`src/rtl/ram_arbiter_pkg.sv`:
```
// Purpose: shared constants and types for the data-RAM arbiter.
//   ARB_M0/ARB_M1      : requester identifiers (read-owner encoding)
//   ARB_MAX_HOLD_DEF   : default starvation limit
//   WE_W / mem_wen_t   : byte write-strobe width and type
//   cnt_width()        : width of a counter that must reach max_hold
package ram_arbiter_pkg;

  localparam logic        ARB_M0           = 1'b0;
  localparam logic        ARB_M1           = 1'b1;
  localparam int unsigned ARB_MAX_HOLD_DEF = 8;
  localparam int unsigned WE_W             = 4;

  typedef logic [WE_W-1:0] mem_wen_t;

  function automatic int unsigned cnt_width(input int unsigned max_hold);
    return (max_hold < 1) ? 1 : $clog2(max_hold + 1);
  endfunction

endpackage

```
`src/rtl/ram_arbiter_if.sv`:
```
// Purpose: one requester's RAM access port.
//   req/we/addr/wdata : request, held stable by the requester until gnt
//   gnt               : request accepted this cycle
//   rvalid/rdata      : read response, one cycle after a granted read
// master = requester side, slave = arbiter side.
interface ram_arbiter_if #(
  parameter int unsigned AW = 32,
  parameter int unsigned DW = 32
) ();
  import ram_arbiter_pkg::*;

  logic          req;
  mem_wen_t      we;
  logic [AW-1:0] addr;
  logic [DW-1:0] wdata;
  logic          gnt;
  logic          rvalid;
  logic [DW-1:0] rdata;

  modport master (output req, we, addr, wdata, input gnt, rvalid, rdata);
  modport slave  (input req, we, addr, wdata, output gnt, rvalid, rdata);

endinterface

```
`src/rtl/ram_arbiter_starve_cnt.sv`:
```
// Purpose: saturating count of consecutive contested m0 grants.
//   clk, rst          : clock, async active-high reset
//   i_m0_contest_win  : both requested and m0 was granted this cycle
//   i_clear           : m1 granted, or m1 not requesting
//   o_force_m1        : count has reached MAX_HOLD, m1 must win next contest
module arb_starve_cnt
  import ram_arbiter_pkg::*;
#(
  parameter int unsigned MAX_HOLD = ARB_MAX_HOLD_DEF
) (
  input  logic clk,
  input  logic rst,
  input  logic i_m0_contest_win,
  input  logic i_clear,
  output logic o_force_m1
);

  localparam int unsigned CW = cnt_width(MAX_HOLD);
  localparam logic [CW-1:0] CNT_MAX = CW'(MAX_HOLD);

  logic [CW-1:0] r_cnt;
  logic [CW-1:0] w_cnt_nxt;

  // Clear wins over increment; saturate at MAX_HOLD.
  always_comb begin
    w_cnt_nxt = r_cnt;
    if (i_clear) begin
      w_cnt_nxt = '0;
    end else if (i_m0_contest_win && (r_cnt != CNT_MAX)) begin
      w_cnt_nxt = r_cnt + CW'(1);
    end
  end

  always_ff @(posedge clk or posedge rst) begin
    if (rst) begin
      r_cnt <= '0;
    end else begin
      r_cnt <= w_cnt_nxt;
    end
  end

  assign o_force_m1 = (r_cnt == CNT_MAX);

endmodule

```
`src/rtl/ram_arbiter.sv`:
```
// Purpose: shares a single-port data RAM between the core (m0) and the
// loader/debug port (m1). Fixed priority to m0 with a starvation guard,
// one-cycle read latency tracking and read-data routing.
//   clk, rst     : clock, async active-high reset
//   m0, m1       : requester ports (slave modport)
//   hold_o       : core requested but was not granted (pipeline stall)
//   ram_wen      : RAM byte write enables
//   ram_w_addr   : RAM write address
//   ram_w_data   : RAM write data
//   ram_ren      : RAM read enable
//   ram_r_addr   : RAM read address
//   ram_r_data   : RAM read data, valid one cycle after ram_ren
module ram_arbiter
  import ram_arbiter_pkg::*;
#(
  parameter int unsigned AW       = 32,
  parameter int unsigned DW       = 32,
  parameter int unsigned MAX_HOLD = ARB_MAX_HOLD_DEF
) (
  input  logic          clk,
  input  logic          rst,
  ram_arbiter_if.slave  m0,
  ram_arbiter_if.slave  m1,
  output logic          hold_o,
  output mem_wen_t      ram_wen,
  output logic [AW-1:0] ram_w_addr,
  output logic [DW-1:0] ram_w_data,
  output logic          ram_ren,
  output logic [AW-1:0] ram_r_addr,
  input  logic [DW-1:0] ram_r_data
);

  logic          w_force_m1;
  logic          w_m0_win;
  logic          w_m1_win;
  logic          w_any_win;
  mem_wen_t      w_sel_we;
  logic [AW-1:0] w_sel_addr;
  logic [DW-1:0] w_sel_wdata;
  logic          w_rd_grant;
  logic          r_rd_pend;
  logic          r_rd_owner;

  // m0 wins unless m1 is also requesting and has been held off MAX_HOLD times.
  assign w_m0_win  = m0.req & (~m1.req | ~w_force_m1);
  assign w_m1_win  = m1.req & ~w_m0_win;
  assign w_any_win = w_m0_win | w_m1_win;

  assign m0.gnt = w_m0_win;
  assign m1.gnt = w_m1_win;
  assign hold_o = m0.req & ~w_m0_win;

  arb_starve_cnt #(
    .MAX_HOLD (MAX_HOLD)
  ) u_starve_cnt (
    .clk              (clk),
    .rst              (rst),
    .i_m0_contest_win (w_m0_win & m1.req),
    .i_clear          (~m1.req | w_m1_win),
    .o_force_m1       (w_force_m1)
  );

  // Granted requester's payload; all-zero when idle.
  always_comb begin
    w_sel_we    = '0;
    w_sel_addr  = '0;
    w_sel_wdata = '0;
    if (w_m0_win) begin
      w_sel_we    = m0.we;
      w_sel_addr  = m0.addr;
      w_sel_wdata = m0.wdata;
    end else if (w_m1_win) begin
      w_sel_we    = m1.we;
      w_sel_addr  = m1.addr;
      w_sel_wdata = m1.wdata;
    end
  end

  assign w_rd_grant = w_any_win & (w_sel_we == '0);

  assign ram_wen    = w_any_win ? w_sel_we : '0;
  assign ram_w_addr = w_sel_addr;
  assign ram_w_data = w_sel_wdata;
  assign ram_ren    = w_rd_grant;
  assign ram_r_addr = w_sel_addr;

  // One-deep read response tracker; owner only changes on a new read grant.
  always_ff @(posedge clk or posedge rst) begin
    if (rst) begin
      r_rd_pend  <= 1'b0;
      r_rd_owner <= ARB_M0;
    end else begin
      r_rd_pend <= w_rd_grant;
      if (w_rd_grant) begin
        r_rd_owner <= w_m1_win ? ARB_M1 : ARB_M0;
      end
    end
  end

  // RAM data arrives in the response cycle; non-owner sees zero.
  assign m0.rvalid = r_rd_pend & (r_rd_owner == ARB_M0);
  assign m1.rvalid = r_rd_pend & (r_rd_owner == ARB_M1);
  assign m0.rdata  = m0.rvalid ? ram_r_data : '0;
  assign m1.rdata  = m1.rvalid ? ram_r_data : '0;

endmodule

```
`src/flat_wrapper.sv`:
```
// flat-port wrapper written by rule: the top's interface ports become plain ports
module ram_arbiter_flat import ram_arbiter_pkg::*;
#(
  parameter int unsigned AW       = 32,
  parameter int unsigned DW       = 32,
  parameter int unsigned MAX_HOLD = ARB_MAX_HOLD_DEF
)
  (clk, rst, hold_o, ram_wen, ram_w_addr, ram_w_data, ram_ren, ram_r_addr, ram_r_data, m0_req, m0_we, m0_addr, m0_wdata, m0_gnt, m0_rvalid, m0_rdata, m1_req, m1_we, m1_addr, m1_wdata, m1_gnt, m1_rvalid, m1_rdata);
  ram_arbiter_if #(.AW(AW), .DW(DW)) m0_i ();
  ram_arbiter_if #(.AW(AW), .DW(DW)) m1_i ();
  input  logic clk;
  input  logic rst;
  output logic hold_o;
  output mem_wen_t ram_wen;
  output logic [AW-1:0] ram_w_addr;
  output logic [DW-1:0] ram_w_data;
  output logic ram_ren;
  output logic [AW-1:0] ram_r_addr;
  input  logic [DW-1:0] ram_r_data;
  input wire logic [$bits(m0_i.req)-1:0] m0_req;
  input wire logic [$bits(m0_i.we)-1:0] m0_we;
  input wire logic [$bits(m0_i.addr)-1:0] m0_addr;
  input wire logic [$bits(m0_i.wdata)-1:0] m0_wdata;
  output wire logic [$bits(m0_i.gnt)-1:0] m0_gnt;
  output wire logic [$bits(m0_i.rvalid)-1:0] m0_rvalid;
  output wire logic [$bits(m0_i.rdata)-1:0] m0_rdata;
  input wire logic [$bits(m1_i.req)-1:0] m1_req;
  input wire logic [$bits(m1_i.we)-1:0] m1_we;
  input wire logic [$bits(m1_i.addr)-1:0] m1_addr;
  input wire logic [$bits(m1_i.wdata)-1:0] m1_wdata;
  output wire logic [$bits(m1_i.gnt)-1:0] m1_gnt;
  output wire logic [$bits(m1_i.rvalid)-1:0] m1_rvalid;
  output wire logic [$bits(m1_i.rdata)-1:0] m1_rdata;
  assign m0_i.req = m0_req;
  assign m0_i.we = m0_we;
  assign m0_i.addr = m0_addr;
  assign m0_i.wdata = m0_wdata;
  assign m0_gnt = m0_i.gnt;
  assign m0_rvalid = m0_i.rvalid;
  assign m0_rdata = m0_i.rdata;
  assign m1_i.req = m1_req;
  assign m1_i.we = m1_we;
  assign m1_i.addr = m1_addr;
  assign m1_i.wdata = m1_wdata;
  assign m1_gnt = m1_i.gnt;
  assign m1_rvalid = m1_i.rvalid;
  assign m1_rdata = m1_i.rdata;
  ram_arbiter #(.AW(AW), .DW(DW), .MAX_HOLD(MAX_HOLD)) u_core (.clk(clk), .rst(rst), .m0(m0_i), .m1(m1_i), .hold_o(hold_o), .ram_wen(ram_wen), .ram_w_addr(ram_w_addr), .ram_w_data(ram_w_data), .ram_ren(ram_ren), .ram_r_addr(ram_r_addr), .ram_r_data(ram_r_data));
endmodule
```
`config.mk`:
```
export PLATFORM = sky130hd
export DESIGN_NAME = ram_arbiter_flat
export DESIGN_NICKNAME = d
export VERILOG_FILES = /design/src/rtl/ram_arbiter_pkg.sv /design/src/rtl/ram_arbiter_if.sv /design/src/rtl/ram_arbiter_starve_cnt.sv /design/src/rtl/ram_arbiter.sv /design/src/flat_wrapper.sv
export SDC_FILE = /design/constraint.sdc
export NUM_CORES = 1
export LEC_CHECK = 0
export BUFFER_PORTS_ARGS = -buffer_cell sky130_fd_sc_hd__buf_2
export CORE_AREA = 2 2 131 133
export DETAILED_ROUTE_END_ITERATION = 6
export DIE_AREA = 0 0 133 135
export GPL_ROUTABILITY_DRIVEN = 0
export SYNTH_ARGS = -nofsm -noshare
export SYNTH_HDL_FRONTEND = slang
export SYNTH_SLANG_ARGS = --single-unit
```
`constraint.sdc`:
```
create_clock -name clk -period 4.5 [get_ports clk]
set_clock_uncertainty 0.1 [all_clocks]
set_input_delay 0.9 -clock clk [delete_from_list [all_inputs] [get_ports clk]]
set_output_delay 0.9 -clock clk [all_outputs]
set_load 0.01 [all_outputs]
```
; Word-level counts from Yosys, hierarchy flattened
; Cells that the tools add are included.
[op_classes]
add_sub_neg = 1
n_eq_ne = 2
mux = 12
bitwise = 14
reduce_logical = 3
[op_table]
columns = operator, n
row1 = 32-bit 2-to-1 mux, 6
row2 = 4-bit 2-to-1 mux, 5
row3 = 1-bit AND, 7
row4 = "4-bit by 1-bit adder with 4-bit output, second input constant", 1
row5 = "4-bit == test, second input constant", 1
row6 = 4-bit zero test, 1
row7 = "4-bit != test, second input constant", 1
row8 = 1-bit NOT, 4
row9 = 1-bit OR, 3
row10 = 2-bit nonzero test, 1
row11 = 1-bit logical AND, 1
row12 = 1-bit 2-to-1 mux, 1
[totals]
ff_bits = 6
in_bits = 172
output_inout_bits = 170
elab_cells = 35

; Depth between registers and ports, before layout
[logic_depth]
ltp_word = 10
depth_mapped = 8
mapped_depth_nobuf = 5

; Modules after synthesis
; From an unflattened synthesis, not the netlist that was laid out.
[unflattened]
cells_unflattened = 233
hier_area_um2 = 1778.0
[by_module_without_submodules]
columns = module, instances, cells_per_inst, area_each_um2, seq_area_each_um2
row1 = ram_arbiter, 1, 208, 1541.5, 50.0
row2 = arb_starve_cnt, 1, 25, 236.5, 100.1

; Least setup slack after synthesis
; Ideal clock, no wire load.
[synth_path]
path_type = input -> output
start = input port m1_req
end = output port ram_w_addr[24]
arrival_time_ns = 2.047
required_ns = 3.500
path_slack_ns = 1.453
path_stages = 7
n_path_buf = 4
cell_sequence = buf_4 > nand4b_4 > and2_1 > buf_6 > buf_6 > o21ai_1 > buf_4
[synth_between]
elab_chain_cells = 7
[synth_rtl]
columns = element, line
row1 = start: declaration, flat_wrapper.sv:27  ; input wire logic [$bits(m1_i.req)-1:0] m1_req;
row2 = 1-bit NOT *, ram_arbiter.sv:45  ; assign w_m0_win = m0.req & (~m1.req | ~w_force_m1);
row3 = 1-bit OR *, ram_arbiter.sv:45
row4 = 1-bit AND *, ram_arbiter.sv:45
row5 = via m0_gnt, flat_wrapper.sv:24  ; output wire logic [$bits(m0_i.gnt)-1:0] m0_gnt;
row6 = 1-bit NOT, ram_arbiter.sv:46  ; assign w_m1_win = m1.req & ~w_m0_win;
row7 = 1-bit AND, ram_arbiter.sv:46
row8 = 32-bit 2-to-1 mux, ram_arbiter.sv:72  ; end else if (w_m1_win) begin
row9 = 32-bit 2-to-1 mux *, ram_arbiter.sv:68  ; if (w_m0_win) begin
row10 = end: declaration, flat_wrapper.sv:15  ; output logic [AW-1:0] ram_w_addr;
; Mark *: on every way through the listed nets, which the timed path passes. The rest lies on a longest branch.

; Final worst setup path
[layout_path]
start = input port m1_req
end = output port ram_ren
[layout_between]
elab_chain_cells = 9
word_cells_on_any_way = 10
classes_between = mux: 2 / bitwise: 7 / reduce/logical: 1
[layout_rtl]
columns = element, line
row1 = 1-bit NOT, ram_arbiter.sv:45
row2 = 1-bit OR, ram_arbiter.sv:45
row3 = 1-bit AND, ram_arbiter.sv:45
row4 = 1-bit NOT, ram_arbiter.sv:46
row5 = 1-bit AND, ram_arbiter.sv:46
row6 = 4-bit 2-to-1 mux, ram_arbiter.sv:72
row7 = 4-bit 2-to-1 mux, ram_arbiter.sv:68
row8 = 4-bit zero test, ram_arbiter.sv:79  ; assign w_rd_grant = w_any_win & (w_sel_we == '0);
row9 = 1-bit AND *, ram_arbiter.sv:79
row10 = end: declaration, flat_wrapper.sv:17  ; output logic ram_ren;
; Every way passes the cells marked *; elsewhere a longest branch is shown, timed or not.

==> results.yml <==
drt:
  first_pass_iters: 4
  drc: 0
  drtIter0Drc: 99
  post_drt_wl_per_cell_um: 13.0
  num_vias: 3615
  ant_nets: 0
  finalWirelength_um: 11400
  via_per_inst: 4.13
worst_setup_path:
  slowest_delay_ns: 0.47
  path_class: "primary input to primary output"
  slowest_stage: "or4b_1"
  crit_start: "m1_req"
  reg2reg_from: "u_core.u_starve_cnt.r_cnt[0]"
  cp_num_buf_inv: 3
  cp_data_required_time_ns: 3.50
  cp.arrival_ns: 2.27
  crit_top_cell: "buf_2"
  crit_fanout: 20
  crit_family: "simple AND/OR/NAND/NOR gates"
  startpoint_type: "primary input"
  crit_chain: "buf_2 > buf_4 > or4b_1 > a211oi_2 > nand2b_1 > buf_2"
  cp-end-kind: "primary output"
global_routing:
  grt_util_all_layers_pct: 11.2
  gr-total-overflow: 0
  antenna_found_initial: 2
  grt_pass1_vias: 3193
  grtUsageMet1_pct: 12.1
  grt_use_met2_pct: 21.7
  busiest_layer: "met2"
  grt_max_degree: 73
  grtUsageMet3_pct: 2.25
  grt_pass1_wl_um: 16200
timing:
  worstMarginPinSlew_ns: 0.745
  setup_tns_ns: 0
  setup_viol: 0
  slew_viol_final: 0
  slew_headroom_pct: 50.3
  hold_viol: 0
  fin_crit_sh_pct: 72.7
  fin_crit_ns: 3.27
  rsz0062_at_grt: "no"
  fmax_mhz: 305
die:
  die_w_um: 133
  fp.dieH_um: 135
  io_pins: 342
  core_sq_um: 16400
  rows: 47
  start_util_pct: 13.1
  dieArea_sq_um: 18000
status:
  status: "finished clean"
hold_path:
  hp-start: "u_core.u_starve_cnt.r_cnt[0]"
  hp-class: "flop to flop"
cts:
  clk_pin_slew_ns: 0.03
  htree_levels: 1
  cts_tree: "done"
  cts_hold_buf: 0
  clock_tree.buffer_depth: 2
  post_cts_buffers: 0
  cts_buffers: 3
  cts_resized: 0
  cts-root-buf: "clkbuf_16"
  insertion_delay_ns: 0.23
  clock-sinks: 6
layout:
  nNetsFinal: 829
  areaGrowthSynthToFinish_pct: 78.0
  drive_above_1_share_pct: 54.4
  stdcell_area_sq_um: 3810
  mostFrequentLayoutCell: "buf_2"
  final_util_pct: 23.3
  mostFrequentLayoutCells: "341 x buf_2, 71 x nand3_1, 68 x nand2_1, 68 x o21ai_1"
synth:
  synth_area_sq_um: 2140
  seq_area_frac_synth_pct: 7.01
  syn-mean-instance-area_sq_um: 5.75
  ys_ff_latch: 6
  synth_cell_types: 23
  syn_inst: 373
  syn_nets: 547
  yosys_warnings: 0
power:
  peakVddDrop_uv: 79.5
  power.density_nw_per_um2: 138
  p_leak_nw: 2.41
  p_total_mw: 0.528
placed_design:
  io_buffers: 341
  place_area_sq_um: 3730
  hpwl_um: 9320
flow_run:
  drv_cap: 0
==> cell usage after synthesis, drive strengths merged <==
| cell | count | area share (%) |
|---|---|---|
| nand3 | 71 | 17 |
| nand2 | 68 | 12 |
| o21ai | 68 | 16 |
| buf | 49 | 18 |
| and2 | 34 | 9.9 |
| and3 | 33 | 9.6 |
| clkbuf | 23 | 4.0 |
| dfrtp | 6 | 7.0 |
| inv | 4 | 0.70 |
| nor2 | 4 | 0.70 |
| ha | 2 | 1.2 |
| nor2b | 2 | 0.58 |
| a211oi | 1 | 0.58 |
| nand2b | 1 | 0.29 |
| nand3b | 1 | 0.35 |
| nand4b | 1 | 1.1 |
| nor4 | 1 | 0.29 |
| o21a | 1 | 0.35 |
| or4b | 1 | 0.47 |
| xnor2 | 1 | 0.41 |
| xor2 | 1 | 0.41 |
==> where the power goes <==
part | switching, mW | leakage (nW) | internal (mW)
Combinational | 0.175 | 2.30 | 0.142
Sequential | 0.00746 | 0.0813 | 0.0571
Clock | 0.0317 | 0.0370 | 0.114
==> kinds of logic (layout without fill, tap and decap cells) <==
logic type	count (synthesis)	count (layout)	share of synthesized area (%)
and+or+nand+nor	217	217	51.8
AOI/OAI and AO/OA	70	70	16.8
buffers and inverters	76	356	22.4
adders and majority gates	2	2	1.17
xor gates and xnor gates	2	2	0.817
other	0	2	0
DFF	6	6	7.01
==> state kept, by name, indices dropped and copies added (netlist names) <==
| register | count |
|---|---|
| u_core.u_starve_cnt.r_cnt | 4 |
| u_core.r_rd_owner | 1 |
| u_core.r_rd_pend | 1 |
==> worst paths after layout <==
| path | end | slack, ns | cells past startpoint |
|---|---|---|---|
| max reg2reg | u_core.r_rd_owner | 2.57 | 6 |
| min | u_core.u_starve_cnt.r_cnt[0] | 0.38 | 1 |
| max | ram_ren | 1.23 | 6 |
| max in group asynchronous | u_core.u_starve_cnt.r_cnt[3] | 3.59 | 2 |
| min reg2reg | u_core.u_starve_cnt.r_cnt[0] | 0.38 | 1 |
| min in group asynchronous | u_core.r_rd_owner | 0.50 | 2 |
==> worst reg2reg max path, cell delays in order (launching register included) <==
cell and delay, ns:
dfrtp_1 0.38, inv_1 0.06, ha_1 0.24, nand4b_4 0.10, buf_4 0.59, nand3_1 0.20, o21a_1 0.16
==> per-stage QoR <==
stage                     instances  hold WS, ns  setup WS [ns]
after floorplan                 373        0.352           1.45
after global placement          870        0.387           1.21
after detailed placement        870        0.379           1.21
after CTS                       873        0.382           1.20
after global routing            875        0.426           1.11
final                           875        0.382           1.23
==> layout make-up <==
cell class	instances	area [sq um]
diodes	2	5.00
flip-flops and latches	6	150
clock buffers	3	75.1
inverters	4	15.0
repair buffers	349	1780
multi-input cells	291	1520
fillers	1854	12600
well taps	220	275
==> per-layer routing <==
layer / vias to the layer above / routed length [um]
li1: 1792 / -
met1: 1576 / 4260
met2: 241 / 5890
met3: 6 / 1080
met4: 0 / 148
met5: - / 0
No activity file was read; power rests on OpenSTA's default activity.
